<file path="config.mk">
export PLATFORM = sky130hd
export DESIGN_NAME = typing_game_ctrl
export DESIGN_NICKNAME = d
export VERILOG_FILES = /design/src/rtl/typing_pkg.sv /design/src/rtl/typing_game_ctrl_text_rom.sv /design/src/rtl/typing_game_ctrl.sv
export SDC_FILE = /design/constraint.sdc
export NUM_CORES = 1
export LEC_CHECK = 0
export ABC_AREA = 0
export BUFFER_PORTS_ARGS = -buffer_cell sky130_fd_sc_hd__buf_2
export CORE_AREA = 2 2 220 222
export DETAILED_ROUTE_END_ITERATION = 12
export DIE_AREA = 0 0 222 224
export HOLD_SLACK_MARGIN = 0.1
export SYNTH_ARGS = -nofsm -noshare
export SYNTH_HDL_FRONTEND = slang
export SYNTH_SLANG_ARGS = --single-unit
</file>
<file path="constraint.sdc">
create_clock -name clk -period 3.4 [get_ports clk]
set_input_delay 0.68 -clock clk [delete_from_list [all_inputs] [get_ports clk]]
set_output_delay 0.68 -clock clk [all_outputs]
set_load 0.01 [all_outputs]
</file>
<file path="src/rtl/typing_pkg.sv">
// Shared definitions for the typing game: game-state codes seen by both the
// controller and the character checker, PS/2 scancodes, and character codes.
package typing_pkg;

  // Game states; the checker decodes these same values.
  typedef enum logic [2:0] {
    ST_IDLE   = 3'b000,
    ST_WORD   = 3'b010,
    ST_WRONG  = 3'b011,
    ST_FINISH = 3'b100
  } state_e;

  // Scancodes (set 2) as indexed in the keyboard decoder's key_down bitmap.
  localparam logic [8:0] SC_ENTER = 9'd90;
  localparam logic [8:0] SC_ESC   = 9'd118;
  localparam logic [8:0] SC_SHIFT = 9'h012;
  localparam logic [8:0] SC_BACK  = 9'h066;
  localparam logic [8:0] SC_A = 9'h01C, SC_B = 9'h032, SC_C = 9'h021, SC_D = 9'h023;
  localparam logic [8:0] SC_E = 9'h024, SC_F = 9'h02B, SC_G = 9'h034, SC_H = 9'h033;
  localparam logic [8:0] SC_I = 9'h043, SC_J = 9'h03B, SC_K = 9'h042, SC_L = 9'h04B;
  localparam logic [8:0] SC_M = 9'h03A, SC_N = 9'h031, SC_O = 9'h044, SC_P = 9'h04D;
  localparam logic [8:0] SC_Q = 9'h015, SC_R = 9'h02D, SC_S = 9'h01B, SC_T = 9'h02C;
  localparam logic [8:0] SC_U = 9'h03C, SC_V = 9'h02A, SC_W = 9'h01D, SC_X = 9'h022;
  localparam logic [8:0] SC_Y = 9'h035, SC_Z = 9'h01A;

  // Character codes: 0-25 a-z, 26 space, 27-29 punctuation, 30-55 A-Z.
  typedef logic [5:0] char_t;
  localparam char_t CH_LOWER_FIRST = 6'd0;
  localparam char_t CH_SPACE       = 6'd26;
  localparam char_t CH_COMMA       = 6'd27;
  localparam char_t CH_PERIOD      = 6'd28;
  localparam char_t CH_APOS        = 6'd29;
  localparam char_t CH_UPPER_FIRST = 6'd30;
  localparam char_t CH_UPPER_LAST  = 6'd55;

  // Statistic saturation limits.
  localparam logic [9:0] SEC_MAX     = 10'd999;
  localparam logic [9:0] MISTAKE_MAX = 10'd1023;

endpackage

</file>
<file path="src/rtl/typing_game_ctrl_text_rom.sv">
// Passage text ROM: combinational 1024 x 6 lookup of character codes.
// Holds "The quick brown fox jumps over the lazy dog, isn't it. Type now."
// in addresses 0..63; every other address reads as a space.
module text_rom
  import typing_pkg::*;
(
  input  logic [9:0] addr,
  output char_t      data
);

  // Constant character table indexed by position in the passage.
  // NOTE: pure combinational lookup with no storage, so there is nothing to reset.
  always_comb begin
    data = CH_SPACE;
    case (addr)
      10'd0:  data = 6'd49; 10'd1:  data = 6'd7;  10'd2:  data = 6'd4;  10'd3:  data = 6'd26;
      10'd4:  data = 6'd16; 10'd5:  data = 6'd20; 10'd6:  data = 6'd8;  10'd7:  data = 6'd2;
      10'd8:  data = 6'd10; 10'd9:  data = 6'd26; 10'd10: data = 6'd1;  10'd11: data = 6'd17;
      10'd12: data = 6'd14; 10'd13: data = 6'd22; 10'd14: data = 6'd13; 10'd15: data = 6'd26;
      10'd16: data = 6'd5;  10'd17: data = 6'd14; 10'd18: data = 6'd23; 10'd19: data = 6'd26;
      10'd20: data = 6'd9;  10'd21: data = 6'd20; 10'd22: data = 6'd12; 10'd23: data = 6'd15;
      10'd24: data = 6'd18; 10'd25: data = 6'd26; 10'd26: data = 6'd14; 10'd27: data = 6'd21;
      10'd28: data = 6'd4;  10'd29: data = 6'd17; 10'd30: data = 6'd26; 10'd31: data = 6'd19;
      10'd32: data = 6'd7;  10'd33: data = 6'd4;  10'd34: data = 6'd26; 10'd35: data = 6'd11;
      10'd36: data = 6'd0;  10'd37: data = 6'd25; 10'd38: data = 6'd24; 10'd39: data = 6'd26;
      10'd40: data = 6'd3;  10'd41: data = 6'd14; 10'd42: data = 6'd6;  10'd43: data = 6'd27;
      10'd44: data = 6'd26; 10'd45: data = 6'd8;  10'd46: data = 6'd18; 10'd47: data = 6'd13;
      10'd48: data = 6'd29; 10'd49: data = 6'd19; 10'd50: data = 6'd26; 10'd51: data = 6'd8;
      10'd52: data = 6'd19; 10'd53: data = 6'd28; 10'd54: data = 6'd26; 10'd55: data = 6'd49;
      10'd56: data = 6'd24; 10'd57: data = 6'd15; 10'd58: data = 6'd4;  10'd59: data = 6'd26;
      10'd60: data = 6'd13; 10'd61: data = 6'd14; 10'd62: data = 6'd22; 10'd63: data = 6'd28;
      default: data = CH_SPACE;
    endcase
  end

endmodule

</file>
<file path="src/rtl/typing_game_ctrl.sv">
// Typing game top-level sequencer: game FSM driving the checker, expected
// character fetch from the text ROM, 1-second prescaler and round statistics.
// Optional round time limit compiled in with `define TYPING_TIME_LIMIT_EN.
module typing_game_ctrl
  import typing_pkg::*;
#(
  parameter int CLK_HZ     = 100_000_000,
  parameter int TEXT_LEN   = 64,
  parameter int TIME_LIMIT = 60
) (
  input  logic         clk,
  input  logic         rst,
  input  logic [511:0] key_down,
  input  logic [8:0]   last_change,
  input  logic         been_ready,
  input  logic [10:0]  word_cnt,
  input  logic         correct_n,
  output logic [2:0]   state,
  output logic [5:0]   word,
  output logic [9:0]   elapsed_sec,
  output logic [9:0]   mistakes,
  output logic         finished
);

  localparam int               PRE_W    = (CLK_HZ > 1) ? $clog2(CLK_HZ) : 1;
  localparam logic [PRE_W-1:0] PRE_LAST = PRE_W'(CLK_HZ - 1);
  localparam logic [10:0]      TEXT_END = 11'(TEXT_LEN);
`ifdef TYPING_TIME_LIMIT_EN
  localparam logic [9:0]       LIMIT_SEC = 10'(TIME_LIMIT);
`else
  localparam int               unused_time_limit = TIME_LIMIT;
`endif

  state_e           state_q, state_d;
  logic [PRE_W-1:0] prescale_q, prescale_d;
  logic [9:0]       elapsed_q, elapsed_d;
  logic [9:0]       mistakes_q, mistakes_d;
  char_t            word_q, word_d;
  logic             finished_q, finished_d;

  logic  press_enter, press_esc, in_play;
  char_t rom_data;
  logic  unused_keys;

  // Only ENTER and ESC matter here; the rest of the bitmap belongs to the checker.
  assign unused_keys = ^key_down;

  assign press_enter = been_ready && key_down[SC_ENTER] && (last_change == SC_ENTER);
  assign press_esc   = been_ready && key_down[SC_ESC]   && (last_change == SC_ESC);
  assign in_play     = (state_q == ST_WORD) || (state_q == ST_WRONG);

  text_rom u_text_rom (
    .addr (word_cnt[9:0]),
    .data (rom_data)
  );

  // Next-state logic: prescaler, statistics and prioritised game transitions.
  // NOTE: every output of this block gets a default first, so no path leaves a latch.
  always_comb begin
    state_d    = state_q;
    prescale_d = prescale_q;
    elapsed_d  = elapsed_q;
    mistakes_d = mistakes_q;

    // One-second tick while playing; frozen in FINISH, held at zero in IDLE.
    if (in_play) begin
      if (prescale_q == PRE_LAST) begin
        prescale_d = '0;
        if (elapsed_q != SEC_MAX) elapsed_d = elapsed_q + 10'd1;
      end else begin
        prescale_d = prescale_q + PRE_W'(1);
      end
    end else if (state_q == ST_IDLE) begin
      prescale_d = '0;
    end

    if (state_q != ST_IDLE && press_esc) begin
      state_d = ST_IDLE;
`ifdef TYPING_TIME_LIMIT_EN
    end else if (in_play && elapsed_q == LIMIT_SEC) begin
      state_d = ST_FINISH;
`endif
    end else begin
      case (state_q)
        ST_IDLE: begin
          if (press_enter) begin
            state_d    = ST_WORD;
            prescale_d = '0;
            elapsed_d  = '0;
            mistakes_d = '0;
          end
        end
        ST_WORD: begin
          // Completion outranks a pending error on the same cycle.
          if (word_cnt >= TEXT_END) begin
            state_d = ST_FINISH;
          end else if (correct_n) begin
            state_d = ST_WRONG;
            if (mistakes_q != MISTAKE_MAX) mistakes_d = mistakes_q + 10'd1;
          end
        end
        ST_WRONG: begin
          if (!correct_n) state_d = ST_WORD;
        end
        ST_FINISH: begin
          if (press_enter) state_d = ST_IDLE;
        end
        default: state_d = ST_IDLE;
      endcase
    end

    finished_d = (state_d == ST_FINISH);
    // Past the end of the passage the checker is shown a harmless space.
    word_d     = (word_cnt >= TEXT_END) ? CH_SPACE : rom_data;
  end

  // All controller state, including the registered outputs.
  // NOTE: non-blocking assignments only, so every flop samples pre-edge values.
  always_ff @(posedge clk or negedge rst) begin
    if (!rst) begin
      state_q    <= ST_IDLE;
      prescale_q <= '0;
      elapsed_q  <= '0;
      mistakes_q <= '0;
      word_q     <= '0;
      finished_q <= 1'b0;
    end else begin
      state_q    <= state_d;
      prescale_q <= prescale_d;
      elapsed_q  <= elapsed_d;
      mistakes_q <= mistakes_d;
      word_q     <= word_d;
      finished_q <= finished_d;
    end
  end

  assign state       = state_q;
  assign word        = word_q;
  assign elapsed_sec = elapsed_q;
  assign mistakes    = mistakes_q;
  assign finished    = finished_q;

endmodule

</file>
==> impl_results.md <==
* Highest clock frequency the design can meet at 381 MHz
* Worst-path fanout max at 12
* TritonCTS buffer count at 9
* Proportion of power drawn by the clock network at 0.543
* Share of power burned in registers at 0.371
* Final hold slack at between 0.2 and 0.25 ns
* Post-synthesis sequential element count at 57
* CP arrival at 2.89 ns
* Cell taking the most area after synthesis: dfrtp_1
* Final worst clock skew at just over 0.008 ns
* Number of ports placed on the die boundary at roughly 570
* Capturing element type of the critical path: flip-flop
* Most common cell after layout, fill and taps aside: dfrtp_1
* Count of flip-flops with a built-in enable after synthesis at 0
* Clock Pin Slew Worst Setup and Hold Paths at about 0.060 ns
* Cell type of the slowest stage on the worst timing path: or4_1
* GRT Util Overall at 0.0520
* Synthesized cell area at around 0.0038 mm²
* Core Box Area at approximately 0.047 mm²
* Clk Tree Root Cell: clkbuf_16
* Unique masters post-synth at 61
* Outcome: completed
* Flip-flop cell with the highest count after synthesis: dfrtp_1
* Clock tree from TritonCTS: built
* Final WS setup at 0.777 ns
* Total Neg Setup Slack at 0 ns
* Placed wire-length estimate at 9.59 mm
* Most frequent CP cell: buf_4
* Minimum clock period after layout at 2.62 ns
* Buffer count from post-CTS setup fixing at 0
* Critical path, cell by cell: or3b_2 > nor4_1 > buf_4 > o221ai_1 > buf_4 > or4_1 > a21oi_1
* Max-cap check violation count at 0
* Overall overflow remaining after global route at 0
* Peak supply drop at roughly 140 µV
* Count of hold-fix buffers inserted at cts at 0
* Number of hold-slack violations in the final timing report at 0
* Via-per-instance ratio at 3.43
* Total number of vias at 3890
* Highest-count cells in the layout ignoring fill and taps: 57 x dfrtp_1, 55 x buf_2, 47 x a21oi_1
* Initial antenna violation count at 0
* Mapped Nets at 1002
* Logic pwr share at 0.086
* Area growth from synthesis to layout at 36.5%
* Synth top area share at 0.372
* Maximum cell stage delay along the critical path at 0.50 ns
* Unrepaired setup endpoints after global routing: no
* Final critical-path share of the clock period at 0.771
* Initial drt markers at 300
* Fill cell instance count of the final layout at roughly 5400
* Clk buf depth at 2
* Via count of the first global-routing pass at 3615
* WS Path Type: flip-flop to flip-flop
* Slew at the pin closest to its max-slew limit at 1.01 ns
* DRC violations left at 0
* # nets final at 1060
* Standard-cell rows at 80
* Average instance area after synthesis at 8.41 µm²
* Number of failing setup endpoints in the final timing report at 0
* Synth top area cells: dfrtp_1 37%, a21oi_1 6.1%, o21ai_0 4.6%
* Sw Pwr at 0.000469 W
* Clock Latency Late Sink at 0.34 ns
* Warnings from Yosys at 0
* Count of buffer and inverter cells on the critical path at 2
* TritonCTS sink count at 57
* Post-route ant nets at 0
* Routed wire length at 12.9 mm
* PortBufs at 55
* P per Cell Area at 355 mW/mm²
* Initial Utilization at 0.0810
* Static Leakage at 1.94 nW
* Worst setup slack before clock tree synthesis at 0.314 ns
* Cells after synthesis at between 400 and 500
* Relative slew slack at 0.321
* Largest net degree at the start of global routing at 41
* First-pass GRT wire length at approximately 20 mm
* Count of instances resized after the clock tree is built at 0
* Hold Crit Class: primary input to async pin
* Area of the die at roughly 0.050 mm²
* Diode insertion count for antenna repair at 0
* Number of levels in the clock H-tree at 3
* Sequential fraction of the synthesis area at 0.372
* Proportion of total power due to net switching at 0.253
* Average wire per cell in the routed design at between 10 and 15 µm
* Internal power at 0.00139 W
* Category of the worst setup path launch point: flip-flop
* Y dimension of the die at 224 µm
* Required time of the worst setup path at 3.67 ns
* Fraction of final layout cells sized beyond drive strength 1 at 0.200
* Max-slew violations at 0
* Overall die width at 222 µm
* Pre-Repair DR Iteration Count at 5
* GPL Wtd Cong at roughly 0.79
* Fraction of registers with async set/reset at 1.00
* Cell family with most CP delay: simple AND/OR/NAND/NOR gates
[per-stage QoR]
step           instance area (µm²)  cells  utilization  total power (W)
4_1_cts                       5240   1134        0.111          0.00191
6_report                      5240   1134        0.111          0.00186
2_1_floorplan                 3840    456            -         0.000792
3_3_place_gp                  4910   1118        0.104         0.000859
3_5_place_dp                  4910   1118        0.104         0.000861
5_1_grt                       5240   1134        0.111          0.00195
[power by group through the flow]
| stage | logic [W] | registers (W) | clock network [W] |
|---|---|---|---|
| after floorplan | 0.0000916 | 0.000700 | 0 |
| after global placement | 0.000158 | 0.000701 | 0 |
| after detailed placement | 0.000160 | 0.000701 | 0 |
| after CTS | 0.000161 | 0.000689 | 0.00106 |
| after global routing | 0.000178 | 0.000689 | 0.00108 |
| final | 0.000161 | 0.000689 | 0.00101 |
[flip-flops by register name (all words and copies together) (netlist names)]
| name | flops |
|---|---|
| state | 3 |
| finished | 1 |
| elapsed_sec | 10 |
| word | 6 |
| mistakes | 10 |
| prescale_q | 27 |
[routing by layer]
metal  share of wire  routed length [µm]  track usage
met1            0.48                6140       0.0695
met2            0.44                5650       0.0764
met3           0.074                 953       0.0192
met4           0.013                 172       0.0185
met5               0                   0            0
[worst reg2reg max path, cell delays in order (launching register included)]
cell and delay, ns:
dfrtp_1 0.46, or3b_2 0.47, nor4_1 0.43, buf_4 0.22, o221ai_1 0.11, buf_4 0.22, or4_1 0.51, a21oi_1 0.15
[synthesized netlist by cell type, types with 2 or more instances]
cell type / n
dfrtp_1: 57
a21oi_1: 47
nand2_1: 38
o21ai_0: 35
nor2_1: 25
nand3_1: 19
clkbuf_1: 18
inv_1: 16
nor3_1: 15
or3_1: 15
nand4_1: 14
a31oi_1: 13
nand2b_1: 12
ha_1: 10
nor2b_1: 8
nor4_1: 8
and3_1: 7
or4_1: 7
o211ai_1: 6
o31ai_1: 6
a41oi_1: 5
and2_1: 5
or2_2: 5
a22o_1: 4
mux2i_1: 4
o41ai_1: 4
a211o_1: 3
a211oi_1: 3
buf_1: 3
mux4_2: 3
o2111ai_1: 3
and3b_1: 2
and4b_1: 2
nand4b_1: 2
nor3b_1: 2
o221ai_1: 2
o22ai_1: 2
o311ai_0: 2
or4_4: 2
[worst paths after layout]
kind | to | slack, ns | startpoint | cells past startpoint
worst min register to register | prescale_q[15] | 0.52 | prescale_q[15] | 1
worst max-delay path | mistakes[8] | 0.78 | state[1] | 7
min in group clk | prescale_q[15] | 0.52 | prescale_q[15] | 1
max in group asynchronous | state[1] | 2.48 | rst | 2
worst min-delay path | mistakes[9] | 0.23 | rst | 1
worst max register to register | mistakes[8] | 0.78 | state[1] | 7
[logic make-up (layout without fill, tap and decap cells)]
logic type | count (synthesis) | in the layout | synth area share
AND/OR/NAND/NOR | 198 | 198 | 0.292
adder cells (fa/ha/maj) | 10 | 10 | 0.0326
multiplexers | 8 | 8 | 0.0310
AO/OA/AOI/OAI | 144 | 144 | 0.235
flip-flops | 57 | 57 | 0.372
buffers and inverters | 39 | 102 | 0.0385
[area by class of cell]
| class | count | area [µm²] | area share |
|---|---|---|---|
| clock buffers | 9 | 225 | 0.0430 |
| clock inverters | 7 | 103 | 0.0196 |
| inverters | 17 | 63.8 | 0.0122 |
| multi-input cells | 360 | 2270 | 0.433 |
| flip-flops and latches | 57 | 1430 | 0.272 |
| well taps | 615 | 769 | 0.147 |
| repair buffers | 69 | 380 | 0.0727 |
Power figures use the tool's default switching activity.
